--- config.mk ---
export PLATFORM = sky130hd
export DESIGN_NAME = stream_mux_n
export DESIGN_NICKNAME = d
export VERILOG_FILES = /design/src/rtl/stream_mux_n_pkg.sv /design/src/rtl/stream_mux_n_rr.sv /design/src/rtl/stream_mux_n.sv
export SDC_FILE = /design/constraint.sdc
export NUM_CORES = 1
export LEC_CHECK = 0
export BUFFER_PORTS_ARGS = -buffer_cell sky130_fd_sc_hd__clkbuf_2
export CAP_MARGIN = 20
export CORE_UTILIZATION = 41
export CTS_BUF_LIST = sky130_fd_sc_hd__clkbuf_8
export CTS_CLUSTER_DIAMETER = 40
export DETAILED_ROUTE_END_ITERATION = 6
export PLACE_DENSITY_LB_ADDON = 0.15
export SYNTH_ARGS = -nofsm -noshare
export SYNTH_HDL_FRONTEND = slang
export SYNTH_SLANG_ARGS = --single-unit
--- constraint.sdc ---
create_clock -name clock -period 2.72 [get_ports clock]
set_clock_uncertainty 0.2 [all_clocks]
set_input_delay 0.544 -clock clock [delete_from_list [all_inputs] [get_ports clock]]
set_output_delay 0.544 -clock clock [all_outputs]
set_load 0.02 [all_outputs]
--- src/rtl/stream_mux_n_pkg.sv ---
// Shared definitions for the stream_mux_n block.
// Holds the mode encodings used by the top level.
package stream_mux_n_pkg;

    localparam logic MODE_STATIC = 1'b0;
    localparam logic MODE_RR     = 1'b1;

endpackage

--- src/rtl/stream_mux_n_rr.sv ---
// Rotating-priority picker: first set bit of req starting at ptr.
// Ports: req (N requests), ptr (start index) -> found, idx.
module rr_pick #(
    parameter int N    = 4,
    parameter int SELW = 2
) (
    input  logic [N-1:0]    req,
    input  logic [SELW-1:0] ptr,
    output logic            found,
    output logic [SELW-1:0] idx
);

    int j;

    // Scan from the farthest offset down so the closest to ptr wins.
    always_comb begin
        found = 1'b0;
        idx   = '0;
        j     = 0;
        for (int k = N - 1; k >= 0; k--) begin
            j = int'(ptr) + k;
            if (j >= N) j = j - N;
            if (req[j]) begin
                found = 1'b1;
                idx   = SELW'(j);
            end
        end
    end

endmodule

--- src/rtl/stream_mux_n.sv ---
// Registered N-channel stream mux, static select or round-robin.
// Ports: clock, reset_n, mode, sel, in_data/in_valid/in_ready,
//        out_data/out_chan/out_valid/out_ready.
module stream_mux_n
    import stream_mux_n_pkg::*;
#(
    parameter  int N    = 4,
    parameter  int W    = 8,
    localparam int SELW = $clog2(N)
) (
    input  logic              clock,
    input  logic              reset_n,
    input  logic              mode,
    input  logic [SELW-1:0]   sel,
    input  logic [N*W-1:0]    in_data,
    input  logic [N-1:0]      in_valid,
    output logic [N-1:0]      in_ready,
    output logic [W-1:0]      out_data,
    output logic [SELW-1:0]   out_chan,
    output logic              out_valid,
    input  logic              out_ready
);

    logic [W-1:0]    out_data_q,  out_data_d;
    logic [SELW-1:0] out_chan_q,  out_chan_d;
    logic            out_valid_q, out_valid_d;
    logic [SELW-1:0] ptr_q,       ptr_d;

    logic            load_en;
    logic            rr_found;
    logic [SELW-1:0] rr_idx;
    logic            cand_ok;
    logic [SELW-1:0] cand;
    logic [W-1:0]    cand_data;
    logic            cand_valid;
    logic            xfer;

    rr_pick #(
        .N    (N),
        .SELW (SELW)
    ) u_pick (
        .req   (in_valid),
        .ptr   (ptr_q),
        .found (rr_found),
        .idx   (rr_idx)
    );

    always_comb begin
        load_en = !out_valid_q || out_ready;
        if (mode == MODE_RR) begin
            cand    = rr_idx;
            cand_ok = rr_found;
        end else begin
            cand    = sel;
            // sel may name a nonexistent channel when N is not 2**SELW
            cand_ok = (int'(sel) < N);
        end
    end

    always_comb begin
        cand_data  = '0;
        cand_valid = 1'b0;
        in_ready   = '0;
        for (int i = 0; i < N; i++) begin
            if (cand == SELW'(i)) begin
                cand_data  = in_data[i*W +: W];
                cand_valid = in_valid[i];
                in_ready[i] = cand_ok && load_en && reset_n;
            end
        end
        xfer = cand_ok && cand_valid && load_en;
    end

    always_comb begin
        out_valid_d = out_valid_q;
        out_data_d  = out_data_q;
        out_chan_d  = out_chan_q;
        ptr_d       = ptr_q;
        if (load_en) begin
            out_valid_d = xfer;
            if (xfer) begin
                out_data_d = cand_data;
                out_chan_d = cand;
                ptr_d      = (int'(cand) == N - 1) ? '0 : cand + SELW'(1);
            end
        end
    end

    always_ff @(posedge clock or negedge reset_n) begin
        if (!reset_n) begin
            out_valid_q <= 1'b0;
            out_data_q  <= '0;
            out_chan_q  <= '0;
            ptr_q       <= '0;
        end else begin
            out_valid_q <= out_valid_d;
            out_data_q  <= out_data_d;
            out_chan_q  <= out_chan_d;
            ptr_q       <= ptr_d;
        end
    end

    assign out_data  = out_data_q;
    assign out_chan  = out_chan_q;
    assign out_valid = out_valid_q;

endmodule

==> impl_results.md <==
* Status: finished, violations left
* Failing checks: negative setup slack
* DP Area at between 1000 and 1500 µm²
* Global-route wire length before repair at between 5000 and 6000 µm
* Syn_area_per_cell at between 9 and 10 µm²
* ANT cells at 0
* Most used DFF post-synth: dfrtp_1
* Crit path cell chain: buf_4, nor3b_2, o31ai_2, o22ai_4, inv_2, ha_4, inv_2, and3_4, a2111oi_4, nor4b_4, buf_12, mux2_2
* Hold endpoint: out_data[4]
* Reg2Reg Setup Slack at -0.19 ns
* FMAX at 344 MHz
* Final WL at about 3500 µm
* Clock Latency Late Sink at between 0.2 and 0.25 ns
* Worst hold path class: flip-flop to flip-flop
* CTS sink cnt at 13
* DRT iter0 DRCs at 33
* Final Hold Viols at 0
* Slowest cell on crit path: dfrtp_2
* RSZ-0062 raised after global routing: true
* Crit-path most repeated cell: inv_2
* Initial antenna violation count at 0
* FILL cells at 131
* Asr flop ratio synth at between 90% and 100%
* Vias at around 1200
* Finished Cell Area at 1810 µm²
* CP max stage delay at roughly 0.46 ns
* IO Count at 57
* Crit start category: flip-flop
* Chip Height at 51.8 µm
* Syn_nets at around 160
* EDFF count, synth at 0
* CTS H-tree lvls at 1
* Root Driver: clkbuf_8
* Final worst setup slack at -0.191 ns
* Max-cap violations at 0
* Synth area leader: dfrtp_1
* P per Cell Area at a little over 900 nW/µm²
* Area growth syn-to-layout at 77.9%
* Synth Instances at 111
* Slew Viols, Final at 0
* Placer Congestion at 0.838
* Yosys top cell area share at 32.1%
* Total die area at 2680 µm²
* Synth cell types at 31
* WP data arrival at ~2.8 ns
* Worst endpoint required time at about 2.7 ns
* Crit end category: flip-flop
* List of most frequent post-synthesis cells: dfrtp_1, nor2_1, nand2_1
* Endpoints failing setup at 16
* Synthesized area at between 1000 and 1500 µm²
* Total CTS buffers at 3
* HPWL reported at the end of detailed placement at about 2300 µm
* Leakage at between 0.8 and 0.9 nW
* Hold Startpoint: out_data[4]
* Peak supply drop at between 0.0005 and 0.0006 V
* Final critical-path required period at 2.91 ns
* Min Hold Slack at approximately 0.31 ns
* Placeable Area at roughly 2300 µm²
* CP Max Fanout at 13
* #FFs+latches synth at 13
* Ys Warns at 0
* Worst hold path stage count at 1
* Final period utilization at 107%
* DR vias/cell at around 5.5
* Clock Pin Slew Worst Setup and Hold Paths at 0.05 ns
* Final net count at 240
* Largest net degree at the start of global routing at 14
* Row cnt at 17
* Initial Utilization at between 40% and 50%
* DR pass1 iterations at 4
* Wirelength per Cell at roughly 16 µm
* CTS max path bufs at 2
* Sequential area share after synthesis at between 30% and 40%
* Reg2reg end: ptr_q[1]
* Reg2reg start: ptr_q[1]
* Layout cells sized above 1 at between 60% and 70%
* GRT overflow at 0
* # DRC at 0
* Die W at roughly 52 µm
* Post-DRT Antenna Nets at 0
* Rel. slew slack at between 60% and 70%
* GRT Overall Usage at between 20% and 30%
* Worst Reg-to-Reg Cells at 12
* Vias in the first global route at ~1100
* Port bufs at 56
* CTS tree: done
* WS Path Type: flip-flop to flip-flop
* Worst slew pin tran at between 0.4 and 0.5 ns
* Synth area leaders: dfrtp_1, mux2_4, a221oi_1
-- stage by stage --
step | utilization (%) | std cells | setup slack [ns] | total power, mW | setup TNS (ns)
2_1_floorplan | - | 111 | 0.00412 | 0.973 | 0
3_3_place_gp | 65.4 | 205 | -0.185 | 1.22 | -1.91
4_1_cts | 75.8 | 219 | -0.114 | 1.56 | -1.03
5_1_grt | 79.3 | 221 | -0.255 | 1.75 | -3.22
3_5_place_dp | 65.4 | 205 | -0.275 | 1.25 | -3.29
6_report | 79.3 | 221 | -0.191 | 1.67 | -2.04
-- sequential cells by signal (all words and copies together), names as in the netlist --
signal	count
out_valid	1
ptr_q	2
out_data	8
out_chan	2
-- logic make-up (layout without fill, tap and decap cells) --
| family | count (synthesis) | after routing | synth area share [%] |
|---|---|---|---|
| DFF | 13 | 13 | 32.1 |
| buffers and inverters | 16 | 98 | 6.91 |
| AOI/OAI and AO/OA | 30 | 30 | 21.6 |
| adders and majority gates | 4 | 4 | 4.93 |
| muxes | 12 | 12 | 16.2 |
| and+or+nand+nor | 36 | 36 | 18.4 |
-- worst max-delay path, delay by kind of cell, from the launching register on --
family | cells | cell delay [ns]
AND/OR/NAND/NOR | 3 | 0.65
AO/OA/AOI/OAI | 3 | 0.41
buffers and inverters | 4 | 0.54
flip-flops | 1 | 0.46
adder cells (fa/ha/maj) | 1 | 0.19
multiplexers | 1 | 0.34
-- final cells by class --
class                   instances  area (µm²)  share of cell area (%)
clock buffers                   3        41.3                    2.29
multi-input cells              82         788                    43.7
flip-flops and latches         13         328                    18.2
well taps                      28        35.0                    1.94
repair buffers                 84         569                    31.5
clock inverters                 1        3.75                   0.208
inverters                      10        40.0                    2.22
-- report_power, final --
group	switching, mW	internal (mW)	total, mW
Clock	0.0695	0.0997	0.169
Combinational	0.534	0.590	1.12
Sequential	0.0779	0.294	0.372
-- how the worst max path moves through the flow --
stage          slack (ns)          end   startpoint  cells past startpoint
3_3_place_gp        -0.19  out_data[7]  in_valid[1]                     12
2_1_floorplan       0.004  out_data[0]  in_valid[0]                     11
4_1_cts             -0.11  in_ready[0]     ptr_q[1]                     11
3_5_place_dp        -0.27  out_chan[1]  in_valid[1]                     13
5_1_grt             -0.25     ptr_q[1]     ptr_q[1]                     12
6_report            -0.19     ptr_q[1]     ptr_q[1]                     12
-- cells in the final DEF (no fill, tap or decap), types with 2 or more instances in the layout --
cell type and instances:
ha_4 4, dlygate4sd3_1 2, dfrtp_1 11, o22ai_4 2, o31ai_1 7, mux2_4 10
clkbuf_8 4, nor2_4 3, o21ai_0 3, buf_4 21, nand2_1 11, nor2_1 9
buf_6 6, inv_2 6, a221oi_1 7, buf_12 2, dfrtp_2 2, clkbuf_2 51
inv_1 4, nor2b_1 2, a21oi_1 4
-- repair_timing --
item / 4_1_cts / 5_1_grt
resized for setup: 24 / 21
setup endpoints to repair: 16 / 17
hold buffers: 2 / 0
buffers inserted: 9 / 2
gates cloned: 0 / 0
hold endpoints to repair: 10 / 0
pin swaps: 8 / 4
-- per-layer routing --
metal  global-route usage (%)  part of all wire [%]
met2                     43.7                    48
met5                        0                     0
met3                     3.80                   5.2
met1                     33.0                    45
met4                     13.5                   2.7
Power figures use the tool's default switching activity.
